File: src/rtl/pic_cmd_sequencer.sv
// pic_cmd_sequencer: 8259-style ICW1..ICW4 init sequencer and OCW1..OCW3 decoder; PIC_CASCADE_EN enables ICW3/cascade.
// Latency: registers update on the write edge, ocw2Valid pulses the next cycle, read selects are combinational; wr is never stalled.
module pic_cmd_sequencer #(
    parameter int NUM_IRQ = 8
) (
    input  logic               clk,
    input  logic               reset,
    input  logic               wr,
    input  logic               rd,
    input  logic               A0,
    input  logic [7:0]         DBus,
    output logic               ltim,
    output logic               sngl,
    output logic               ic4,
    output logic [4:0]         vectorBase,
    output logic [7:0]         slaveReg,
    output logic               sfnm,
    output logic               bufMode,
    output logic               ms,
    output logic               aeoi,
    output logic [NUM_IRQ-1:0] maskReg,
    output logic               smm,
    output logic               ocw2Valid,
    output logic               ocw2R,
    output logic               ocw2SL,
    output logic               ocw2EOI,
    output logic [2:0]         ocw2Level,
    output logic               initDone,
    output logic               readIRR,
    output logic               readISR,
    output logic               readIMR,
    output logic               readPoll
);

    typedef enum logic [2:0] {
        UNINIT,
        WAIT_ICW2,
        WAIT_ICW3,
        WAIT_ICW4,
        READY
    } state_t;

    localparam logic [3:0] NIRQ = 4'(NUM_IRQ);

    state_t state;
    logic   ris;
    logic   poll;
    logic   pollSeen;
    logic   icw1Wr;
    logic   ocw2Drop;

    assign icw1Wr   = wr & ~A0 & DBus[4];
    assign ocw2Drop = DBus[6] & ({1'b0, DBus[2:0]} >= NIRQ);

    assign readIMR  = rd & A0;
    assign readPoll = rd & ~A0 & poll;
    assign readIRR  = rd & ~A0 & ~poll & ~ris;
    assign readISR  = rd & ~A0 & ~poll & ris;

`ifdef PIC_CASCADE_EN
    logic       snglReg;
    logic [7:0] slaveQ;

    assign sngl     = snglReg;
    assign slaveReg = slaveQ;

    always_ff @(posedge clk or posedge reset) begin
        if (reset) begin
            snglReg <= 1'b0;
            slaveQ  <= 8'h00;
        end else if (icw1Wr) begin
            snglReg <= DBus[1];
        end else if (wr && A0 && state == WAIT_ICW3) begin
            slaveQ <= DBus;
        end
    end
`else
    // Single-PIC build: constant sngl makes the FSM skip WAIT_ICW3.
    assign sngl     = 1'b1;
    assign slaveReg = 8'h00;
`endif

    // RR is forced to 1 by ICW1 and only ever rewritten with 1, so RIS alone picks IRR vs ISR.
    always_ff @(posedge clk or posedge reset) begin
        if (reset) begin
            state      <= UNINIT;
            ltim       <= 1'b0;
            ic4        <= 1'b0;
            vectorBase <= 5'd0;
            sfnm       <= 1'b0;
            bufMode    <= 1'b0;
            ms         <= 1'b0;
            aeoi       <= 1'b0;
            maskReg    <= '0;
            smm        <= 1'b0;
            ocw2Valid  <= 1'b0;
            ocw2R      <= 1'b0;
            ocw2SL     <= 1'b0;
            ocw2EOI    <= 1'b0;
            ocw2Level  <= 3'd0;
            initDone   <= 1'b0;
            ris        <= 1'b0;
            poll       <= 1'b0;
            pollSeen   <= 1'b0;
        end else begin
            ocw2Valid <= 1'b0;
            pollSeen  <= readPoll;
            if (pollSeen && !rd) begin
                poll <= 1'b0;
            end
            if (icw1Wr) begin
                ltim     <= DBus[3];
                ic4      <= DBus[0];
                maskReg  <= '0;
                smm      <= 1'b0;
                poll     <= 1'b0;
                ris      <= 1'b0;
                initDone <= 1'b0;
                state    <= WAIT_ICW2;
                if (!DBus[0]) begin
                    sfnm    <= 1'b0;
                    bufMode <= 1'b0;
                    ms      <= 1'b0;
                    aeoi    <= 1'b0;
                end
            end else if (wr) begin
                case (state)
                    WAIT_ICW2: if (A0) begin
                        vectorBase <= DBus[7:3];
                        if (!sngl) begin
                            state <= WAIT_ICW3;
                        end else if (ic4) begin
                            state <= WAIT_ICW4;
                        end else begin
                            state    <= READY;
                            initDone <= 1'b1;
                        end
                    end
                    WAIT_ICW3: if (A0) begin
                        if (ic4) begin
                            state <= WAIT_ICW4;
                        end else begin
                            state    <= READY;
                            initDone <= 1'b1;
                        end
                    end
                    WAIT_ICW4: if (A0) begin
                        sfnm     <= DBus[4];
                        bufMode  <= DBus[3];
                        ms       <= DBus[2];
                        aeoi     <= DBus[1];
                        state    <= READY;
                        initDone <= 1'b1;
                    end
                    READY: begin
                        if (A0) begin
                            maskReg <= DBus[NUM_IRQ-1:0];
                        end else if (!DBus[3]) begin
                            if (!ocw2Drop) begin
                                ocw2Valid <= 1'b1;
                                ocw2R     <= DBus[7];
                                ocw2SL    <= DBus[6];
                                ocw2EOI   <= DBus[5];
                                ocw2Level <= DBus[2:0];
                            end
                        end else begin
                            if (DBus[6]) begin
                                smm <= DBus[5];
                            end
                            if (DBus[1]) begin
                                ris <= DBus[0];
                            end
                            poll <= DBus[2];
                        end
                    end
                    default: ;
                endcase
            end
        end
    end

endmodule

File: config.mk
export PLATFORM = sky130hd
export DESIGN_NAME = pic_cmd_sequencer
export DESIGN_NICKNAME = d
export VERILOG_FILES = /design/src/rtl/pic_cmd_sequencer.sv
export SDC_FILE = /design/constraint.sdc
export NUM_CORES = 1
export LEC_CHECK = 0
export ABC_AREA = 1
export BUFFER_PORTS_ARGS = -buffer_cell sky130_fd_sc_hd__clkbuf_2
export CORE_MARGIN = 2
export CORE_UTILIZATION = 49
export CTS_CLUSTER_DIAMETER = 50
export DETAILED_ROUTE_END_ITERATION = 7
export PLACE_DENSITY_LB_ADDON = 0.3
export SETUP_SLACK_MARGIN = 0.1
export SLEW_MARGIN = 20
export SYNTH_ARGS = -nofsm -noshare
export SYNTH_HDL_FRONTEND = slang
export SYNTH_SLANG_ARGS = --single-unit
export TNS_END_PERCENT = 50
File: constraint.sdc
create_clock -name clk -period 1.7 [get_ports clk]
set_input_delay 0.17 -clock clk [delete_from_list [all_inputs] [get_ports clk]]
set_output_delay 0.17 -clock clk [all_outputs]
set_load 0.02 [all_outputs]
# ---- Word level (Yosys, flattened, before mapping)
# Cells that the tools add are included.
dict set report word_totals {
  register_bits 34
  inputBits 13
  out_inout_bits 41
  wordCells 116
}
dict set report classes {
  eq_ne 9
  muxes 56
  bitwise 13
  n_reduce_logical 19
}
# op count
set op_table {}
lappend op_table {{1-bit 2-to-1 mux} 45}
lappend op_table {{8-bit 2-to-1 mux} 4}
lappend op_table {{5-bit AND reduction} 4}
lappend op_table {{3-bit 2-to-1 mux} 5}
lappend op_table {{2-bit nonzero test} 7}
lappend op_table {{4-bit AND reduction} 3}
lappend op_table {{1-bit bitwise AND} 8}
lappend op_table {{3-bit by 2-bit == test with 1-bit output (second input constant)} 2}
lappend op_table {{3-bit case mux with 2 select lines} 1}
lappend op_table {{1-bit inverter} 5}
lappend op_table {{3-bit by 1-bit == test with 1-bit output (second input constant)} 1}
lappend op_table {{3-bit == test (second input constant)} 1}
lappend op_table {{3-bit by 1-bit inequality test with 1-bit output (second input constant)} 1}
lappend op_table {{3-bit by 2-bit inequality test with 1-bit output (second input constant)} 1}
lappend op_table {{3-bit inequality test (second input constant)} 1}
lappend op_table {{3-bit AND reduction} 1}
lappend op_table {{3-bit nonzero test} 1}
lappend op_table {{2-bit by 1-bit inequality test with 1-bit output (second input constant)} 1}
lappend op_table {{2-bit inequality test (second input constant)} 1}
lappend op_table {{1-bit case mux with 2 select lines} 1}
lappend op_table {{2-bit OR reduction} 1}
lappend op_table {{1-bit logical AND} 1}
lappend op_table {{1-bit logical NOT} 1}

# ---- Depth between registers and ports, before layout
# Gate-level depths: netlist of the first run.
dict set report depth {
  ltp_word 8
  mapped_depth 8
  depth_no_buf 7
}

# ---- Least setup slack after synthesis of the first run
# No wires, ideal clock.
dict set report synth_timing {
  path_type {register to register}
  start {register state[0]}
  end {register maskReg[0]}
  setup_ps 118
  t_arrival_ps 1079
  t_required_ps 1582
  setup_slack_ps 503
  stages_incl_launch_ff 8
  path_buffers 1
  cell_sequence {dfrtp_1 nor2_1 nand2_1 nand2_4 nand2_2 buf_6 nand2_1 o21ai_2}
}
dict set report synth_between {
  elab_chain_len 3
}
# element line
set synth_lines {}
lappend synth_lines {{start: declaration} 45} ;# state_t state;
lappend synth_lines {{start signal: assignment} 86} ;# state <= UNINIT;
lappend synth_lines {{start signal: assignment} 119} ;# state <= WAIT_ICW2;
lappend synth_lines {{start signal: assignment} 131} ;# state <= WAIT_ICW3;
lappend synth_lines {{3-bit == test} 127} ;# case (state)
lappend synth_lines {{2-bit nonzero test (no line)} --}
lappend synth_lines {{3-bit AND reduction (no line)} --}
lappend synth_lines {{end signal: assignment} 157} ;# maskReg <= DBus[NUM_IRQ-1:0];
lappend synth_lines {{end: declaration} 21} ;# output logic [NUM_IRQ-1:0] maskReg,
# Every way passes these cells.
# A chain may end at the register's enable or synchronous reset.

# ---- Worst setup path after layout of the first run
dict set report layout_timing {
  start {register state[0]}
  end {register maskReg[5]}
}
# Same word-level chain as after synthesis.

==> run metrics, run 1 <==
run status=finished, final reports clean; Min-Delay Startpoint=DBus[2]; H-tree levels=2; Final ANT Viol Nets=0; DRT iter0 DRCs=45; Inserted Clock Buffers=5; clock power share=between 20% and 30%; Syn Inst Count=about 190; minimum clock period after layout=~1.4 ns; count leader, synth=nand2_1; # fillers=301; Critical Path Start Type=register; CTS tree=done; worst min-delay path class=primary input to register; GR Overflow Total=0; Final Hold Violating Endpoints=0; Clock Latency Late Sink=0.34 ns; Synth top cells by count=64 x nand2_1, 34 x dfrtp_1, 22 x inv_1; Starting Density=a little over half; design internal power=just over 2 mW; first-pass GRT wire length=5260 um; worst-path cell chain=nor2_1 -> nand2_1 -> nand2_4 -> nand2_2 -> nand2_1 -> o21ai_2; share of cells above drive strength 1=around 30%; gpl congestion=around 0.85; final core occ=63.3%; vias per inst=roughly 4.7; area leader, netlist=dfrtp_1; Max Clk Rate=roughly 720 MHz; Mapped Avg Cell Area=~8.4 um2; Worst R2R Start=state[0]$_DFFE_PP0P_; Residual DRC=0; count of pins over their slew limit=0; Total GRT Usage=between 10% and 20%; Net Sw Frac=approximately two fifths; Synth cell types=20; I/O Pins=54; synthesis-stage register bit count=34; final wirelength=roughly 3300 um; max cap viols=0; CTS sink cnt=34; max incr delay on CP=between 0.4 and 0.5 ns; diodes inserted=0; synth top area cells=dfrtp_1 52%, nand2_1 15%, inv_1 5.1%, o21ai_2 4.3%, buf_4 4.2%; DR WL/cell=11.4 um; Die Ht=61.6 um; die area=roughly 3800 um2; sw power=1.28 mW; PD cells=about 1700 nW/um2; # port buffers=44; worst setup path start=state[0]$_DFFE_PP0P_; Flop pwr share=between 30 and 40%; EDFF count, synth=0; pre-CTS WS=0.325 ns; Setup crit end kind=register; Async SR Flop Fraction=between 90% and 100%; Crit path max-delay family=simple AND/OR/NAND/NOR gates; share of the synthesized area in the top cell type=between 50 and 60%; P&R area growth vs syn=21.0%; worst-path fanout max=16; clk_skew=about 0.013 ns; slowest CP cell=dfrtp_1; Cell Area, Synth=1620 um2; Comb pwr share=a little under two fifths; net count of the finished layout=256; chip width=61.6 um; Seq/Total Area, Yosys=a little over half; core area=approximately 3100 um2; Critical Path RT=1.93 ns; Worst Path Arrival=between 1.5 and 2 ns; WS Path Type=register to register; initial antenna violation count=0; Ys Warns=0; Final WS setup=around 0.32 ns; Final period util=approximately four fifths; CTS Buffer Depth=2; IR Drop Worst-Case VDD=about 1000 uV; TritonRoute pass-1 iters=4; root buf cell=clkbuf_4; largest net degree at the start of global routing=35; RSZ-0062 raised after global routing=no; CP dominant cell by count=nand2_1; final setup vio count=0; setup_tns=0 ns; Crit path buffers/inverters=0; Leak=roughly 1.2 nW; Core Rows=20; hpwl dp=2490 um; CTS clk-pin slew, worst paths=approximately 0.11 ns; prevailing post-synth register cell=dfrtp_1; vias after detailed routing=about 1400; vias in the first global route=roughly 1200
## tightest hold or removal path: stages
cell and delay (ns):
clkbuf_2 0.09, nand2_1 0.05, nand2_1 0.05
## registers in the layout, indices dropped and copies added, names as in the netlist, 3 cells and up
name,flops
maskReg,8
vectorBase,5
ocw2Level,3
state,3
## path summary, 6_finish.rpt
path | to | slack (ns) | cells after the start
min in group asynchronous | vectorBase[2]$_DFFE_PP0P_ | 0.44 | 4
setup reg to reg | maskReg[5]$_DFFE_PP0P_ | 0.32 | 6
max in group asynchronous | pollSeen$_DFF_PP0_ | 0.95 | 4
setup / recovery | maskReg[5]$_DFFE_PP0P_ | 0.32 | 6
hold reg to reg | sfnm$_DFFE_PP0P_ | 0.49 | 2
hold / removal | ocw2Level[2]$_DFFE_PP0P_ | 0.04 | 3
## kinds of logic (layout without fill, tap and decap cells)
logic type	Yosys count	in the layout	synth area share (%)
AND/OR/NAND/NOR	98	98	26.3
buffers and inverters	36	80	11.9
flip-flops	34	34	52.4
AO/OA/AOI/OAI	23	23	8.94
other	2	9	0.462
## power by group through the flow
stage	Sequential (mW)	Combinational, mW	Clock [mW]
4_1_cts	1.30	1.22	0.790
3_3_place_gp	1.32	1.19	0
5_1_grt	1.35	1.36	0.823
6_report	1.30	1.21	0.782
3_5_place_dp	1.32	1.22	0
2_1_floorplan	1.63	0.530	0
## per-stage QoR
step / total power, mW / cell area (um2) / std cells / hold WS (ns)
floorplan: 2.16 / 1650 / 200 / 0.280
global placement: 2.51 / 1840 / 279 / 0.263
detailed placement: 2.54 / 1840 / 279 / 0.277
CTS: 3.32 / 1970 / 288 / 0.0340
global route: 3.53 / 1970 / 288 / 0.0458
finish: 3.29 / 1970 / 288 / 0.0387
## cell usage in the layout, fill, tap and decap left out
cell / n
nand2_1: 64
clkbuf_2: 44
dfrtp_1: 34
inv_1: 22
nand3_1: 13
o21ai_0: 11
nor2_1: 11
conb_1: 9
o21ai_2: 8
clkbuf_4: 5
a21oi_1: 4
buf_4: 3
inv_2: 2
nand3_2: 2
nand4_1: 2
nand2_2: 2
bufinv_16: 2
nand4_2: 1
nand2_4: 1
nor2_2: 1
nor3_1: 1
clkbuf_8: 1
dlygate4sd3_1: 1
## area by class of cell
type | count | area [um2] | area share (%)
Sequential cell | 34 | 851 | 43.3
Inverter | 24 | 90.1 | 4.58
Clock buffer | 6 | 51.3 | 2.61
Clock inverter | 2 | 60.1 | 3.06
Tap cell | 44 | 55.1 | 2.80
Timing Repair Buffer | 48 | 253 | 12.9
Multi-Input combinational cell | 130 | 606 | 30.8
## metal layers
layer / vias up / GRT usage [%] / share of wire [%]
met5: - / 0 / 0
met4: 0 / 7.29 / 1.2
met3: 5 / 4.41 / 5.4
met2: 42 / 30.8 / 47
met1: 621 / 24.9 / 46
li1: 687 / - / -
## what timing repair did
item	in CTS	in global routing
hold endpoints to repair	34	0
gates resized for setup	0	0
buffers inserted	0	0
hold buffers	1	0
(Power assumes the default switching activity.)
==> run 2: changes to the inputs <==
Clock period 1.7 ns to 1.3 ns, I/O delays scaled along.
==> run 2 against run 1 <==
Combinational power grew 65%. Sequential share of layout area fell by 3.9 points. Sequential cell count unchanged. Die area unchanged. Sequential power increased by 38%. Via count up 7.6%. Fmax up 9.3%. Design area is 9.9% higher.
==> run metrics, run 2 (synthesized netlist as in run 1, its figures left out) <==
commonest non-fill, non-tap cell in the layout=nand2_1; Worst-Margin Slew=approximately 0.65 ns; vias after detailed routing=1458 (+7.6%); Critical Path RT=1.52 ns (-0.41 ns); CTS tree=done; max cap viols=0 (unchanged); area of the multi-input gates=769 um2 (+27%); net count of the finished layout=267 (+4.3%); Final ANT Viol Nets=0 (unchanged); Finished Cell Area=2160 um2 (+9.9%); core area=3100 um2 (unchanged); reg-to-reg endpoint=ris$_DFFE_PP0P_; share of cells above drive strength 1=42.7% (+13 points); vias per inst=4.91 (+4.3%); worst-path fanout max=4 (-12); largest net degree at the start of global routing=35 (unchanged); design internal power=2.44 mW (+21%); PD cells=2010 nW/um2 (+20%); hpwl dp=2560 um (+3.1%); busiest grt layer=met2; WS Path Type=register to register; setup_tns=0 ns (unchanged); DRT iter0 DRCs=56 (+24%); final wirelength=3880 um (+18%); run status=finished, final reports clean; TritonRoute pass-1 iters=4 (unchanged); grt met2 use=32.9% (+2.1 points); # port buffers=44 (unchanged); CTS Buffer Depth=2 (unchanged); chip width=61.6 um (unchanged); die area=3790 um2 (unchanged); Starting Density=52.3% (unchanged); Final period util=97.1% (+16 points); clk_skew=0.00487 ns (-0.00847 ns); IR Drop Worst-Case VDD=941 uV (-8.6%); GR Overflow Total=0 (unchanged); Residual DRC=0 (unchanged); count of pins over their slew limit=0 (unchanged); Final Hold Violating Endpoints=0 (unchanged); dpl cells=282 (+1.1%); P&R area growth vs syn=33.1%; GRT met3 Usage=7.56% (+3.2 points); clock power share=13.0% (-11 points); initial antenna violation count=0 (unchanged); Comb pwr share=46.0% (+9.3 points); minimum clock period after layout=1.26 ns (-0.117 ns); Post-DP Area=1870 um2 (+1.2%); final core occ=69.6% (+6.3 points); RSZ-0062 raised after global routing=yes; biggest regs=maskReg x8, vectorBase x5; Net Sw Frac=44.0% (+5.2 points); Clock Latency Late Sink=0.33 ns (about the same); worst min-delay path class=primary input to register; Final Non-Filler Cells=297 (+3.1%); H-tree levels=2 (unchanged); Worst R2R Start=state[1]$_DFFE_PP0P_; CTS sink cnt=34 (unchanged); Slew HR=a little under three fifths; sw power=1.91 mW (+50%); diodes inserted=0 (unchanged); Worst Path Arrival=1.48 ns (-0.13 ns); R2R setup slack=0.04 ns (-0.28 ns); final setup vio count=0 (unchanged); worst setup path start=state[1]$_DFFE_PP0P_; Total Power=4.35 mW (+32%); CTS clk-pin slew, worst paths=0.09 ns (-0.02 ns); Min-Delay Startpoint=DBus[0]; Final WS setup=0.0376 ns (-0.283 ns); pre-CTS WS=-0.0306 ns (-0.355 ns); DR WL/cell=13.1 um (+15%); Top reg by flops=maskReg; Total GRT Usage=20.5% (+1.5 points); Global Route met1 Usage=25.5% (+0.61 points); Leak=1.21 nW (+4.4%); I/O Pins=54 (unchanged); # fillers=283 (-6.0%); Die Ht=61.6 um (unchanged); Critical Path Start Type=register; gpl congestion=0.808 (-5.3%); Inserted Clock Buffers=5 (unchanged); register area=852 um2 (+0.15%); commonest non-fill, non-tap cells in the layout=50 x nand2_1, 41 x clkbuf_2, 33 x dfrtp_1; Core Rows=20 (unchanged); Max Clk Rate=792 MHz (+9.3%); Worst Setup EP=ris$_DFFE_PP0P_; vias in the first global route=1254 (+4.3%); Reg2Reg Depth=7 (+1); Setup crit end kind=register; WHS=0.0508 ns (+0.0120 ns); Flop pwr share=41.1% (+1.5 points); first-pass GRT wire length=5530 um (+5.1%); root buf cell=clkbuf_4; max reg flops=8 (unchanged)
## run 2: cell types whose count changed in the layout (fill, tap and decap cells not counted), sizes merged
cell,change
bufinv,-2
buf,+11
clkbuf,-3
nand3,+1
dlygate4sd3,+1
nand2,+1
## run 2: routing by layer
| metal | share of wire (%) | up-vias |
|---|---|---|
| met2 | 50 | 53 |
| met1 | 41 | 684 |
| li1 | - | 712 |
| met5 | 0 | - |
| met3 | 6.8 | 9 |
| met4 | 2.3 | 0 |
## run 2: worst min path at each step
stage	slack (ns)	cells after the start	to
finish	0.05	3	ocw2Level[0]$_DFFE_PP0P_
global route	0.04	3	ocw2Level[0]$_DFFE_PP0P_
CTS	0.01	3	ocw2Level[2]$_DFFE_PP0P_
detailed placement	0.23	3	ocw2EOI$_DFFE_PP0P_
global placement	0.22	3	vectorBase[4]$_DFFE_PP0P_
floorplan	0.24	2	ocw2Level[0]$_DFFE_PP0P_
## run 2: timing repair
action,4_1_cts,5_1_grt
setup buffers,2,3
gates resized for setup,5,48
hold buffers,1,1
endpoints found under the setup margin,19,34
hold endpoints to repair,34,1
pin swaps,1,17
gates cloned,0,2
## run 2: critical path, cell delays in order, from the launching register on
cell and delay, ns:
dfrtp_1 0.43, nor2_2 0.18, nand2_2 0.10, nand2_4 0.13, buf_6 0.13, nand3_1 0.06
nand2_1 0.06, nand2_1 0.06
## run 2: power by group through the flow
stage / registers [mW] / clock network, mW / logic (mW)
2_1_floorplan: 2.13 / 0 / 0.693
3_3_place_gp: 1.72 / 0 / 1.58
3_5_place_dp: 1.74 / 0 / 1.62
4_1_cts: 1.71 / 0.578 / 1.68
5_1_grt: 1.83 / 0.618 / 2.19
6_report: 1.79 / 0.563 / 2.00
## run 2: final cells by class
class                      count  area share [%]
clock buffer                   6            2.37
tap                           44            2.55
inverter                      24            4.40
sequential                    34            39.4
multi-input combinational    132            35.6
timing repair buffer          57            15.6
